$ cat src/rtl/beam_sweep_controller.sv
// Beam sweep sequencer: steps the beamformer through NUM_ANGLES banks and streams each beam's header and samples out over a byte interface.
// Optional build macro SWEEP_TIMEOUT_EN enables a RUN-state watchdog that abandons a stalled beam.
module beam_sweep_controller #(
    parameter int NUM_ANGLES       = 8,
    parameter int SAMPLES_PER_BEAM = 540,
    parameter int TIMEOUT_CYCLES   = 1048576
) (
    input  logic                  clk,
    input  logic                  rst,
    input  logic                  locked,
    input  logic                  sweep_go,
    output logic [((NUM_ANGLES > 1) ? $clog2(NUM_ANGLES) : 1)-1:0] angle_sel,
    output logic                  bf_rst,
    output logic                  bf_start,
    input  logic                  sum_valid,
    input  logic [39:0]           summed_value,
    output logic                  sum_hold,
    output logic [7:0]            tx_data,
    output logic                  tx_valid,
    input  logic                  tx_ready,
    output logic                  busy,
    output logic                  sweep_done,
    output logic                  overflow_err,
    output logic                  timeout_err
);
    localparam int AW = (NUM_ANGLES > 1) ? $clog2(NUM_ANGLES) : 1;
    localparam int CW = $clog2(SAMPLES_PER_BEAM + 1);

    typedef enum logic [2:0] {IDLE, RESET_BF, START, RUN, NEXT, DONE} state_t;

    state_t        state;
    logic [CW-1:0] sample_cnt;
    logic [39:0]   hold_reg;
    logic          hold_full;
    logic [2:0]    byte_idx;   // sample bytes already presented
    logic [1:0]    hdr_left;   // header bytes still to present
    logic          last_byte;  // presented byte is the 5th of the held sample
    logic [7:0]    hold_byte;
    logic          fire;
    logic          capture;
    logic          ser_empty;

`ifdef SWEEP_TIMEOUT_EN
    localparam int TW = $clog2(TIMEOUT_CYCLES + 1);
    logic [TW-1:0] to_cnt;
`else
    assign timeout_err = 1'b0;
`endif

    assign fire      = tx_valid & tx_ready;
    assign capture   = (state == RUN) & sum_valid & ~hold_full;
    assign ser_empty = ~tx_valid & ~hold_full & (hdr_left == 2'd0);
    assign sum_hold  = hold_full;
    assign busy      = (state != IDLE);

    always_comb begin
        hold_byte = hold_reg[7:0];
        case (byte_idx)
            3'd0:    hold_byte = hold_reg[39:32];
            3'd1:    hold_byte = hold_reg[31:24];
            3'd2:    hold_byte = hold_reg[23:16];
            3'd3:    hold_byte = hold_reg[15:8];
            default: hold_byte = hold_reg[7:0];
        endcase
    end

    always_ff @(posedge clk) begin
        if (rst) begin
            state        <= IDLE;
            angle_sel    <= '0;
            bf_rst       <= 1'b0;
            bf_start     <= 1'b0;
            sweep_done   <= 1'b0;
            overflow_err <= 1'b0;
            tx_data      <= '0;
            tx_valid     <= 1'b0;
            sample_cnt   <= '0;
            hold_reg     <= '0;
            hold_full    <= 1'b0;
            byte_idx     <= '0;
            hdr_left     <= '0;
            last_byte    <= 1'b0;
`ifdef SWEEP_TIMEOUT_EN
            to_cnt       <= '0;
            timeout_err  <= 1'b0;
`endif
        end else begin
            bf_rst     <= 1'b0;
            bf_start   <= 1'b0;
            sweep_done <= 1'b0;

            if (fire && last_byte) begin
                hold_full <= 1'b0;
                byte_idx  <= '0;
            end
            // Load a new byte whenever the output slot is empty or being accepted; header bytes win.
            if (!tx_valid || fire) begin
                if (hdr_left != 2'd0) begin
                    tx_valid  <= 1'b1;
                    tx_data   <= (hdr_left == 2'd2) ? 8'hA5 : 8'(angle_sel);
                    hdr_left  <= hdr_left - 2'd1;
                    last_byte <= 1'b0;
                end else if (hold_full && byte_idx != 3'd5) begin
                    tx_valid  <= 1'b1;
                    tx_data   <= hold_byte;
                    byte_idx  <= byte_idx + 3'd1;
                    last_byte <= (byte_idx == 3'd4);
                end else begin
                    tx_valid  <= 1'b0;
                    last_byte <= 1'b0;
                end
            end

            if (sum_valid && hold_full)
                overflow_err <= 1'b1;
            if (capture) begin
                hold_reg   <= summed_value;
                hold_full  <= 1'b1;
                byte_idx   <= '0;
                sample_cnt <= sample_cnt + CW'(1);
            end

            case (state)
                IDLE: begin
                    angle_sel <= '0;
                    if (locked && sweep_go)
                        state <= RESET_BF;
                end
                RESET_BF: begin
                    bf_rst <= 1'b1;
                    state  <= START;
                end
                START: begin
                    bf_start   <= 1'b1;
                    sample_cnt <= '0;
                    hdr_left   <= 2'd2;
`ifdef SWEEP_TIMEOUT_EN
                    to_cnt     <= '0;
`endif
                    state      <= RUN;
                end
                RUN: begin
                    if (sample_cnt == CW'(SAMPLES_PER_BEAM) && ser_empty)
                        state <= NEXT;
`ifdef SWEEP_TIMEOUT_EN
                    if (capture) begin
                        to_cnt <= '0;
                    end else if (to_cnt == TW'(TIMEOUT_CYCLES - 1)) begin
                        timeout_err <= 1'b1;
                        hold_full   <= 1'b0;
                        byte_idx    <= '0;
                        hdr_left    <= '0;
                        tx_valid    <= 1'b0;
                        last_byte   <= 1'b0;
                        state       <= NEXT;
                    end else begin
                        to_cnt <= to_cnt + TW'(1);
                    end
`endif
                end
                NEXT: begin
                    if (angle_sel == AW'(NUM_ANGLES - 1)) begin
                        state <= DONE;
                    end else begin
                        angle_sel <= angle_sel + AW'(1);
                        state     <= RESET_BF;
                    end
                end
                DONE: begin
                    sweep_done <= 1'b1;
                    state      <= IDLE;
                end
                default: state <= IDLE;
            endcase
        end
    end
endmodule

$ cat config.mk
export PLATFORM = sky130hd
export DESIGN_NAME = beam_sweep_controller
export DESIGN_NICKNAME = d
export VERILOG_FILES = /design/src/rtl/beam_sweep_controller.sv
export SDC_FILE = /design/constraint.sdc
export NUM_CORES = 1
export LEC_CHECK = 0
export BUFFER_PORTS_ARGS = -buffer_cell sky130_fd_sc_hd__buf_2
export CAP_MARGIN = 40
export CORE_MARGIN = 2
export CORE_UTILIZATION = 25
export DETAILED_ROUTE_END_ITERATION = 10
export PLACE_DENSITY = 0.42
export SYNTH_ARGS = -nofsm -noshare
export SYNTH_HDL_FRONTEND = slang
export SYNTH_SLANG_ARGS = --single-unit
$ cat constraint.sdc
create_clock -name clk -period 3.9 [get_ports clk]
set_input_delay 0.195 -clock clk [delete_from_list [all_inputs] [get_ports clk]]
set_output_delay 0.195 -clock clk [all_outputs]
set_load 0.02 [all_outputs]
==> results of run 1 <==
-- worst min path at each step --
stage	startpoint	end	slack, ns	cells past startpoint
after global placement	summed_value[20]	hold_reg[20]$_SDFFE_PP0P_	0.44	3
final	summed_value[20]	hold_reg[20]$_SDFFE_PP0P_	0.1	3
after detailed placement	summed_value[20]	hold_reg[20]$_SDFFE_PP0P_	0.44	3
after floorplan	summed_value[0]	hold_reg[0]$_SDFFE_PP0P_	0.33	2
after global routing	summed_value[32]	hold_reg[32]$_SDFFE_PP0P_	0.1	3
after CTS	summed_value[20]	hold_reg[20]$_SDFFE_PP0P_	0.09	3
-- kinds of logic after synthesis --
logic type | Yosys count | synth area share, %
AO/OA/AOI/OAI | 100 | 18.5
XOR/XNOR | 6 | 1.60
adder cells (fa/ha/maj) | 9 | 3.42
buffers and inverters | 38 | 5.39
flip-flops | 76 | 46.2
multiplexers | 3 | 0.949
other | 1 | 0.114
AND/OR/NAND/NOR | 169 | 23.9
-- per-stage QoR --
| step | area [um2] | setup WS, ns | hold WS (ns) | total power [uW] |
|---|---|---|---|---|
| after global placement | 3700 | 2.00 | 0.436 | 886 |
| after floorplan | 3290 | 2.23 | 0.331 | 851 |
| after global routing | 4000 | 1.79 | 0.0998 | 1780 |
| final | 4000 | 1.94 | 0.0997 | 1710 |
| after detailed placement | 3700 | 1.99 | 0.440 | 886 |
| after CTS | 4000 | 1.97 | 0.0894 | 1730 |
-- Yosys cell counts, types with 4 or more instances --
cell type                  instances
sky130_fd_sc_hd__a21oi_1          61
sky130_fd_sc_hd__a222oi_1          5
sky130_fd_sc_hd__a22oi_1           8
sky130_fd_sc_hd__and2_1            4
sky130_fd_sc_hd__buf_1             4
sky130_fd_sc_hd__buf_2            12
sky130_fd_sc_hd__clkbuf_1         11
sky130_fd_sc_hd__dfxtp_1          76
sky130_fd_sc_hd__ha_1              9
sky130_fd_sc_hd__inv_1             6
sky130_fd_sc_hd__nand2_1         100
sky130_fd_sc_hd__nand2b_1          4
sky130_fd_sc_hd__nand3_1          11
sky130_fd_sc_hd__nand4_1           5
sky130_fd_sc_hd__nor2_1           19
sky130_fd_sc_hd__nor4b_1           5
sky130_fd_sc_hd__o211ai_1          6
sky130_fd_sc_hd__o21ai_0           4
sky130_fd_sc_hd__xor2_1            4
-- power breakdown --
| group | internal [uW] | switching, uW | total [uW] |
|---|---|---|---|
| sequential | 783 | 7.33 | 791 |
| clock | 525 | 312 | 837 |
| combinational | 31.4 | 46.2 | 77.6 |
| total | 1340 | 365 | 1710 |
-- cell type report --
| type | count | area, um2 |
|---|---|---|
| sequential | 76 | 1520 |
| clock buffer | 11 | 253 |
| inverter | 7 | 26.3 |
| timing repair buffer | 66 | 338 |
| clock inverter | 4 | 48.8 |
| fill | 1411 | 8720 |
| multi-input combinational | 288 | 1600 |
| tap | 172 | 215 |
-- critical path, cell delays in order, from the launching register on --
cell and delay [ns]:
sky130_fd_sc_hd__dfxtp_1 0.37, sky130_fd_sc_hd__inv_1 0.09, sky130_fd_sc_hd__ha_1 0.31, sky130_fd_sc_hd__a21boi_0 0.43, sky130_fd_sc_hd__nand3_1 0.24, sky130_fd_sc_hd__mux2_2 0.33
sky130_fd_sc_hd__nor3_1 0.12
-- placed cells by master (no fill, tap or decap), types with 3 or more instances in the layout --
master / count
sky130_fd_sc_hd__a22oi_1: 8
sky130_fd_sc_hd__nand3_1: 11
sky130_fd_sc_hd__a21oi_1: 61
sky130_fd_sc_hd__ha_1: 9
sky130_fd_sc_hd__and2_1: 4
sky130_fd_sc_hd__o211ai_1: 6
sky130_fd_sc_hd__o21ai_0: 4
sky130_fd_sc_hd__a222oi_1: 5
sky130_fd_sc_hd__clkbuf_16: 9
sky130_fd_sc_hd__nor3_1: 3
sky130_fd_sc_hd__xor2_1: 4
sky130_fd_sc_hd__buf_4: 3
sky130_fd_sc_hd__nand2_1: 100
sky130_fd_sc_hd__nand2b_1: 4
sky130_fd_sc_hd__nand4_1: 5
sky130_fd_sc_hd__dfxtp_1: 76
sky130_fd_sc_hd__buf_2: 63
sky130_fd_sc_hd__nor2_1: 19
sky130_fd_sc_hd__inv_1: 6
sky130_fd_sc_hd__nor2b_1: 3
sky130_fd_sc_hd__nor4b_1: 5
sky130_fd_sc_hd__or3_1: 3
sky130_fd_sc_hd__a2bb2oi_1: 3
-- layer usage --
metal	wire (um)	vias up	global-route usage, %
met5	0	-	0
met4	96	0	3.72
met3	371	9	3.81
met2	4060	57	20.5
met1	4210	1353	16.5
li1	-	1482	-
==> flow_summary_export.csv, run 1 <==
group,metric,value,unit
status,run_status,"finished clean",
clocking,post_cts_resize_count,0,
route,ant_nets,0,
setup_path,cp-end-kind,"flip-flop",
setup_path,crit_start_category,"flip-flop",
setup_path,critPathCapture,"byte_idx[0]$_SDFF_PP0_",
yosys,synth-warning-count,0,
layout,finalNonFillerCells,624,
yosys,netlist_top_cells_area,"sky130_fd_sc_hd__dfxtp_1 46%, sky130_fd_sc_hd__nand2_1 11%, sky130_fd_sc_hd__a21oi_1 9.3%",
place,gp_congestion,0.764,
min_path,hold_class,"in2reg",
yosys,synth.net_count,457,
pwr,power.leakage,0.00149,uW
place,place_inst,609,
clocking,post_cts.repair.setup_buffers,0,
layout,n_antenna_cell,0,
place,io_buffers,63,
layout,finish.net_count,503,
route,detail_route.vias_per_cell,4.65,
setup_path,worstSetupStartpoint,"byte_idx[1]$_SDFF_PP0_",
die,die_outline_area,14100,um2
sta,timing_worst_slew_pin_value,0.762,ns
layout,largest_reg_flops,40,
setup_path,crit_type,"reg2reg",
global_routing,pin_count_of_the_biggest_net_entering_global_routing,67,
yosys,netlist_instances,402,
setup_path,critPathMaxFanout,10,
global_routing,grt_pass1_vias,2780,
clocking,h-tree-depth,3,
setup_path,critical_path_required,4.15,ns
sta,timing.final.max_slew_violations,0,
clocking,clk_path_buf_depth,2,
route,first_iter_violations,127,
sta,setup_repair_after_global_routing_missed_its_margin,"no",
yosys,synthesis.area,3290,um2
yosys,post_synth_num_cell_types,50,
global_routing,grt-ovfl-total,0,
sta,period_needed,1.96,ns
yosys,synth_enable_flop_cells,0,
sta,post-route-period-util,50.3,%
pwr,max-vdd-ir-drop,227,uV
die,die_w,119,um
yosys,synth.largest_area_cell,"sky130_fd_sc_hd__dfxtp_1",
clocking,root_cell_of_the_clock_tree,"sky130_fd_sc_hd__clkbuf_16",
yosys,synth_seq_cells,76,
global_routing,antenna_found_initial,0,
die,pin_count,65,
layout,post_route_cells_drive_above_1_share,19.5,%
route,vias,2901,
yosys,postSynth.asyncResetShare,0,%
yosys,synth-seq-area-share,46.2,%
setup_path,critical_path.reg2reg.endpoint,"byte_idx[0]$_SDFF_PP0_",
sta,final.setup_skew,0.00457,ns
die,floorplan.initialDensity,25.9,%
sta,setup-tns-final,0,ns
place,place_hpwl,6.14,mm
clocking,clock-sinks,76,
sta,setup_viol,0,
route,post_drt_wl_per_cell,14.0,um
global_routing,grt_util_all_layers,12.8,%
yosys,synthFlopType,"sky130_fd_sc_hd__dfxtp_1",
setup_path,cp_data_arrival_time,2.21,ns
layout,syn_to_final_growth,21.3,%
clocking,worstSkewPairLatency,0.33,ns
global_routing,grt_first_pass_wirelength,14.2,mm
die,floorplan.die.height,119,um
route,detail_route.wirelength,8.74,mm
route,first_pass_iters,4,
clocking,tritoncts,"built",
sta,timing.slew.headroom,49.0,%
die,floorplan.core_area,12700,um2
clocking,tritoncts.num_buffers,9,
setup_path,r2r_setup_slack,1.94,ns
run,maxCapViolCount,0,
route,route.detailed.drc,0,
setup_path,worst-r2r-cell-count,6,
clocking,post_cts_hold_buffer_count,0,
pwr,power-per-cell-area,427,nW/um2
yosys,avgSynthCellArea,8.20,um2
clocking,clk_pin_slew,0.06,ns
setup_path,crit-reg2reg-launch,"byte_idx[1]$_SDFF_PP0_",
sta,fmax,510,MHz
layout,fin_util,31.4,%
yosys,yosysTopAreaCellShare,46.2,%
die,placement_rows,41,
sta,timing_hold_violations_final,0,
(Power assumes the default switching activity.)
==> run 2: changes to the inputs <==
ABC_AREA = 1   (was default)
clock period = 1.85 ns   (was 3.9 ns; I/O delays follow)
==> run 2 against run 1 <==
  * Maximum frequency is 26% higher
  * Routed wire length increased by 4.4%
  * Critical path depth up 2
  * Area after synthesis rose by 3.1%
  * Critical path type unchanged
  * Largest cell class unchanged
==> flow_summary_export.csv, run 2 <==
group,metric,value,unit
yosys,synth.net_count,533,
layout,filler_cell_count,1479,
clocking,root_cell_of_the_clock_tree,"sky130_fd_sc_hd__clkbuf_16",
status,run_status,"finished clean",
route,detail_route.vias_per_cell,4.39,
clocking,worstSkewPairLatency,0.34,ns
yosys,synth_simple_gate_area_share,26.6,%
yosys,avgSynthCellArea,7.11,um2
setup_path,crit_start_category,"flip-flop",
yosys,synth_enable_flop_cells,0,
route,ant_nets,0,
setup_path,cp_data_arrival_time,1.77,ns
global_routing,grt_util_all_layers,13.2,%
global_routing,grt_pass1_vias,3047,
setup_path,crit_type,"reg2reg",
yosys,synth_compound_area_share,16.6,%
die,floorplan.core_area,13200,um2
layout,layout_commonest_cell,"sky130_fd_sc_hd__nor2_1",
die,pin_count,65,
min_path,hold-path-cell-count,3,
die,placement_rows,42,
clocking,clk_pin_slew,0.06,ns
yosys,synth.largest_area_cell,"sky130_fd_sc_hd__dfxtp_1",
place,gp_congestion,0.810,
yosys,synth.top_cells.by_count,"106 x sky130_fd_sc_hd__nor2_1, 76 x sky130_fd_sc_hd__dfxtp_1, 65 x sky130_fd_sc_hd__nand2_1",
yosys,yosysTopAreaCellShare,44.8,%
yosys,synth-warning-count,0,
run,maxCapViolCount,0,
pwr,max-vdd-ir-drop,398,uV
layout,n_antenna_cell,0,
route,route.detailed.drc,0,
yosys,postSynth.asyncResetShare,0,%
route,first_iter_violations,125,
yosys,synth-seq-area-share,44.8,%
yosys,synthMostInstantiatedCell,"sky130_fd_sc_hd__nor2_1",
sta,setup_viol,0,
yosys,netlist_top_cells_area,"sky130_fd_sc_hd__dfxtp_1 45%, sky130_fd_sc_hd__nor2_1 12%, sky130_fd_sc_hd__o21ai_0 9.0%",
min_path,hold_class,"in2reg",
layout,final_cell_mix,"105 x sky130_fd_sc_hd__nor2_1, 76 x sky130_fd_sc_hd__dfxtp_1, 65 x sky130_fd_sc_hd__nand2_1",
yosys,post_synth_num_cell_types,31,
yosys,post_synthesis_share_of_cell_area_spent_on_xor_and_xnor_gates,0,%
yosys,synthesis.area,3400,um2
place,io_buffers,63,
sta,post-route-period-util,83.9,%
setup_path,critPathMaxFanout,7,
sta,hold_slack,0.00574,ns
layout,finish.net_count,596,
sta,timing.final.max_slew_violations,0,
yosys,yosys-mux-area-fraction,0,%
die,floorplan.initialDensity,25.7,%
setup_path,worst-r2r-cell-count,8,
sta,period_needed,1.55,ns
clocking,post_cts_resize_count,0,
sta,final.setup_skew,0.00575,ns
setup_path,critPathSlowestCell,"sky130_fd_sc_hd__dfxtp_1",
pwr,power.leakage,0.00175,uW
setup_path,critical-path-max-stage-delay,0.38,ns
setup_path,path_cells,"inv_1 > ha_1 > nand2_1 > nand2_1 > a21oi_2 > inv_1 > nor2_1 > a21oi_1",
sta,setup_repair_after_global_routing_missed_its_margin,"no",
layout,multi_input_comb_area,1590,um2
pwr,power-per-cell-area,990,nW/um2
global_routing,grt_first_pass_wirelength,15.0,mm
global_routing,pin_count_of_the_biggest_net_entering_global_routing,60,
die,die_outline_area,14500,um2
sta,setup-tns-final,0,ns
route,detail_route.wirelength,9.12,mm
place,place_hpwl,6.89,mm
route,vias,3171,
setup_path,critical_path_required,2.07,ns
clocking,post_cts_hold_buffer_count,2,
layout,post_route_cells_drive_above_1_share,18.5,%
layout,syn_to_final_growth,24.4,%
yosys,synthFlopType,"sky130_fd_sc_hd__dfxtp_1",
yosys,combinational_family_with_the_most_area_after_synthesis,"simple AND/OR/NAND/NOR gates",
clocking,clk_path_buf_depth,2,
die,floorplan.die.height,121,um
setup_path,cp-end-kind,"flip-flop",
yosys,synth_adder_area_share,3.31,%
layout,largest_reg_flops,40,
layout,sequential_cell_area,1520,um2
clocking,clock-sinks,76,
global_routing,grt-ovfl-total,0,
clocking,post_cts.repair.setup_buffers,0,
sta,fmax,645,MHz
yosys,netlist_instances,478,
clocking,h-tree-depth,3,
yosys,synth_seq_cells,76,
clocking,tritoncts,"built",
clocking,tritoncts.num_buffers,9,
global_routing,antenna_found_initial,0,
die,die_w,121,um
route,first_pass_iters,4,
sta,timing_hold_violations_final,0,
route,post_drt_wl_per_cell,12.6,um
==> run 2: changes by cell type after synthesis, moves of 9 or more <==
| cell | before | now |
|---|---|---|
| sky130_fd_sc_hd__buf_2 | 12 | 3 |
| sky130_fd_sc_hd__nand3_1 | 11 | 20 |
| sky130_fd_sc_hd__nor2_1 | 19 | 106 |
| sky130_fd_sc_hd__inv_1 | 6 | 45 |
| sky130_fd_sc_hd__nand2_1 | 100 | 65 |
| sky130_fd_sc_hd__a21oi_1 | 61 | 41 |
| sky130_fd_sc_hd__o21ai_0 | 4 | 61 |
==> run 2: worst max-delay path: cells and delay by family, from the launching register on <==
| family | cells | cell delay, ns |
|---|---|---|
| AOI/OAI and AO/OA | 2 | 0.26 |
| adders and majority gates | 1 | 0.20 |
| buffers and inverters | 2 | 0.21 |
| DFF | 1 | 0.38 |
| and+or+nand+nor | 3 | 0.39 |
==> run 2: kinds of logic after synthesis <==
group,Yosys count
and+or+nand+nor,215
DFF,76
AOI/OAI and AO/OA,110
other,1
adders and majority gates,9
buffers and inverters,67
==> run 2: power by group <==
group	switching, uW	internal, uW	leakage, uW
Sequential	70.8	1730	0.000614
Clock	699	1080	0.000144
Combinational	389	210	0.000994
Total	1160	3020	0.00175
==> run 2: worst paths after layout <==
path / slack (ns) / endpoint / start
max: 0.30 / tx_data[5]$_SDFFE_PP0P_ / byte_idx[1]$_SDFF_PP0_
min: 0.006 / hold_reg[9]$_SDFFE_PP0P_ / summed_value[9]
max reg2reg: 0.30 / tx_data[5]$_SDFFE_PP0P_ / byte_idx[1]$_SDFF_PP0_
min reg2reg: 0.46 / hold_reg[2]$_SDFFE_PP0P_ / hold_reg[2]$_SDFFE_PP0P_
==> run 2: layer usage <==
metal,global-route usage [%],wire (um),vias up
met4,3.85,82,0
met1,16.3,4250,1437
met5,0,0,-
met3,3.30,400,6
met2,22.7,4390,58
li1,-,-,1670
==> run 2: stage by stage <==
stage	instances	setup WS (ns)	area, um2	util (%)	total power (uW)
finish	722	0.299	4230	31.9	4180
global route	722	0.0760	4230	31.9	4400
CTS	722	0.309	4230	31.9	4240
detailed placement	704	0.312	3900	29.5	2450
global placement	704	0.371	3900	29.5	2440
floorplan	478	0.420	3400	-	2220
==> run 2: final cells by class <==
type | instances | area share (%)
Tap cell | 176 | 5.21
Multi-Input combinational cell | 335 | 37.6
Clock buffer | 10 | 5.66
Timing Repair Buffer | 73 | 9.95
Inverter | 46 | 4.09
Clock inverter | 6 | 1.51
Sequential cell | 76 | 36.0
==> run 3: changes to the inputs <==
clock period = 1.6 ns   (was 1.85 ns; I/O delays follow)
==> run 3 against run 2 <==
  * Register-to-register slack got worse by 0.20 ns
  * Sequential share of layout area fell by 0.83 points
  * Final area increased by 2.5%
  * Clock power is 7% higher
  * Utilization up 0.78 points
  * Die area is the same
  * Critical endpoint is now angle_sel[1]$_SDFFE_PP0P_
  * Highest routed layer unchanged
==> flow_summary_export.csv, run 3 (synthesized netlist as in run 2, its figures left out) <==
group,metric,value,unit
place,setup_ws_pre_cts,0.0881,ns
clocking,root_cell_of_the_clock_tree,"sky130_fd_sc_hd__clkbuf_16",
global_routing,grt_util_all_layers,13.7,%
sta,setup_viol,0,
die,floorplan.die.height,121,um
clocking,tritoncts.num_buffers,9,
setup_path,critical-path-max-stage-delay,0.37,ns
pwr,p_int,3330,uW
pwr,power-per-cell-area,1090,nW/um2
clocking,worstSkewPairLatency,0.34,ns
route,ant_nets,0,
global_routing,grt-ovfl-total,0,
sta,fmax,666,MHz
route,detail_route.vias_per_cell,4.41,
die,die_w,121,um
pwr,design_power,4710,uW
die,floorplan.initialDensity,25.7,%
global_routing,grt_pass1_vias,3176,
sta,post-route-period-util,93.9,%
sta,final.setup_skew,0.00776,ns
pwr,power.leakage,0.00181,uW
global_routing,grt_first_pass_wirelength,15.7,mm
sta,timing.final.max_slew_violations,0,
status,run_status,"finished clean",
setup_path,timing.critical_path.max_delay_family,"simple AND/OR/NAND/NOR gates",
run,maxCapViolCount,0,
layout,finish.net_count,611,
layout,final_cell_mix,"104 x sky130_fd_sc_hd__nor2_1, 75 x sky130_fd_sc_hd__dfxtp_1, 65 x sky130_fd_sc_hd__nand2_1",
setup_path,critPathSlowestCell,"sky130_fd_sc_hd__dfxtp_1",
sta,setup-tns-final,0,ns
global_routing,pin_count_of_the_biggest_net_entering_global_routing,60,
die,pin_count,65,
sta,setup_repair_after_global_routing_missed_its_margin,"no",
die,floorplan.core_area,13200,um2
place,place_hpwl,7.01,mm
die,placement_rows,42,
setup_path,crit_type,"reg2reg",
layout,largest_reg_flops,40,
setup_path,path_buf_inv,0,
pwr,combinationalPowerShare,15.2,%
pwr,power_frac_seq,44.3,%
sta,timing_hold_violations_final,0,
place,gp_congestion,0.771,
clocking,clk_path_buf_depth,2,
pwr,power_frac_clock,40.4,%
die,die_outline_area,14500,um2
setup_path,critical_path_required,1.82,ns
layout,final_area,4330,um2
place,io_buffers,63,
layout,syn_to_final_growth,27.4,%
clocking,clk_pin_slew,0.06,ns
sta,postLayoutSetupSlackWorst,0.0974,ns
route,first_pass_iters,4,
setup_path,cp-end-kind,"flip-flop",
route,route.detailed.drc,0,
clocking,h-tree-depth,3,
layout,post_route_cells_drive_above_1_share,19.3,%
pwr,power_switching,1380,uW
min_path,hold_class,"in2reg",
place,placedInstanceArea,3930,um2
layout,n_antenna_cell,0,
route,vias,3249,
route,post_drt_wl_per_cell,12.6,um
setup_path,timing.critical_path.mode_cell,"sky130_fd_sc_hd__ha_1",
layout,layout_commonest_cell,"sky130_fd_sc_hd__nor2_1",
pwr,max-vdd-ir-drop,540,uV
route,detail_route.wirelength,9.31,mm
setup_path,critPathMaxFanout,4,
global_routing,antenna_found_initial,0,
route,first_iter_violations,162,
setup_path,cp_data_arrival_time,1.72,ns
clocking,tritoncts,"built",
clocking,clock-sinks,76,
setup_path,crit_start_category,"flip-flop",
setup_path,path_cells,"ha_1 > ha_1 > nor3_1 > nor2_1 > nand2_1 > a21oi_1",
sta,period_needed,1.50,ns
pwr,sw_frac_of_total,29.3,%
run 3: worst min-delay path: stages:
cell and delay [ns]:
sky130_fd_sc_hd__buf_2 0.07, sky130_fd_sc_hd__o21ai_0 0.07, sky130_fd_sc_hd__nor2_1 0.08
run 3: power by group through the flow:
stage / Combinational, uW / Sequential [uW] / Clock (uW)
finish: 717 / 2090 / 1900
floorplan: 402 / 2160 / 0
global placement: 701 / 2140 / 0
global route: 824 / 2110 / 2050
CTS: 728 / 2090 / 1970
detailed placement: 703 / 2140 / 0
run 3: repair_timing:
action                     CTS  global route
setup endpoints to repair    0             3
gates resized for setup      0             2
hold endpoints to repair    12             0
hold buffers                12             0
buffers inserted             0             0
run 3: worst paths after layout:
path / depth (start not counted) / start / endpoint / slack (ns)
setup / recovery: 6 / angle_sel[1]$_SDFFE_PP0P_ / angle_sel[1]$_SDFFE_PP0P_ / 0.1
hold / removal: 3 / summed_value[37] / hold_reg[37]$_SDFFE_PP0P_ / 0.002
setup reg to reg: 6 / angle_sel[1]$_SDFFE_PP0P_ / angle_sel[1]$_SDFFE_PP0P_ / 0.1
hold reg to reg: 2 / hold_reg[18]$_SDFFE_PP0P_ / hold_reg[18]$_SDFFE_PP0P_ / 0.45
run 3: area by class of cell:
cell class | count | area, um2
multi-input combinational | 335 | 1590
sequential | 76 | 1520
timing repair buffer | 88 | 546
inverter | 46 | 173
clock inverter | 7 | 52.6
clock buffer | 9 | 225
fill | 1482 | 8910
tap | 176 | 220
run 3: layer usage:
layer	vias to the layer above	routed length (um)	global-route usage (%)
met3	6	312	3.07
li1	1703	-	-
met4	0	97	3.27
met1	1481	4440	17.1
met2	59	4460	24.0
met5	-	0	0
run 3: metrics by stage:
| step | util (%) | cells | hold slack (ns) |
|---|---|---|---|
| after floorplan | - | 478 | 0.149 |
| after global placement | 29.7 | 709 | 0.333 |
| after detailed placement | 29.7 | 709 | 0.337 |
| after CTS | 32.7 | 737 | 0.000361 |
| after global routing | 32.7 | 737 | 0.0170 |
| final | 32.7 | 737 | 0.00237 |
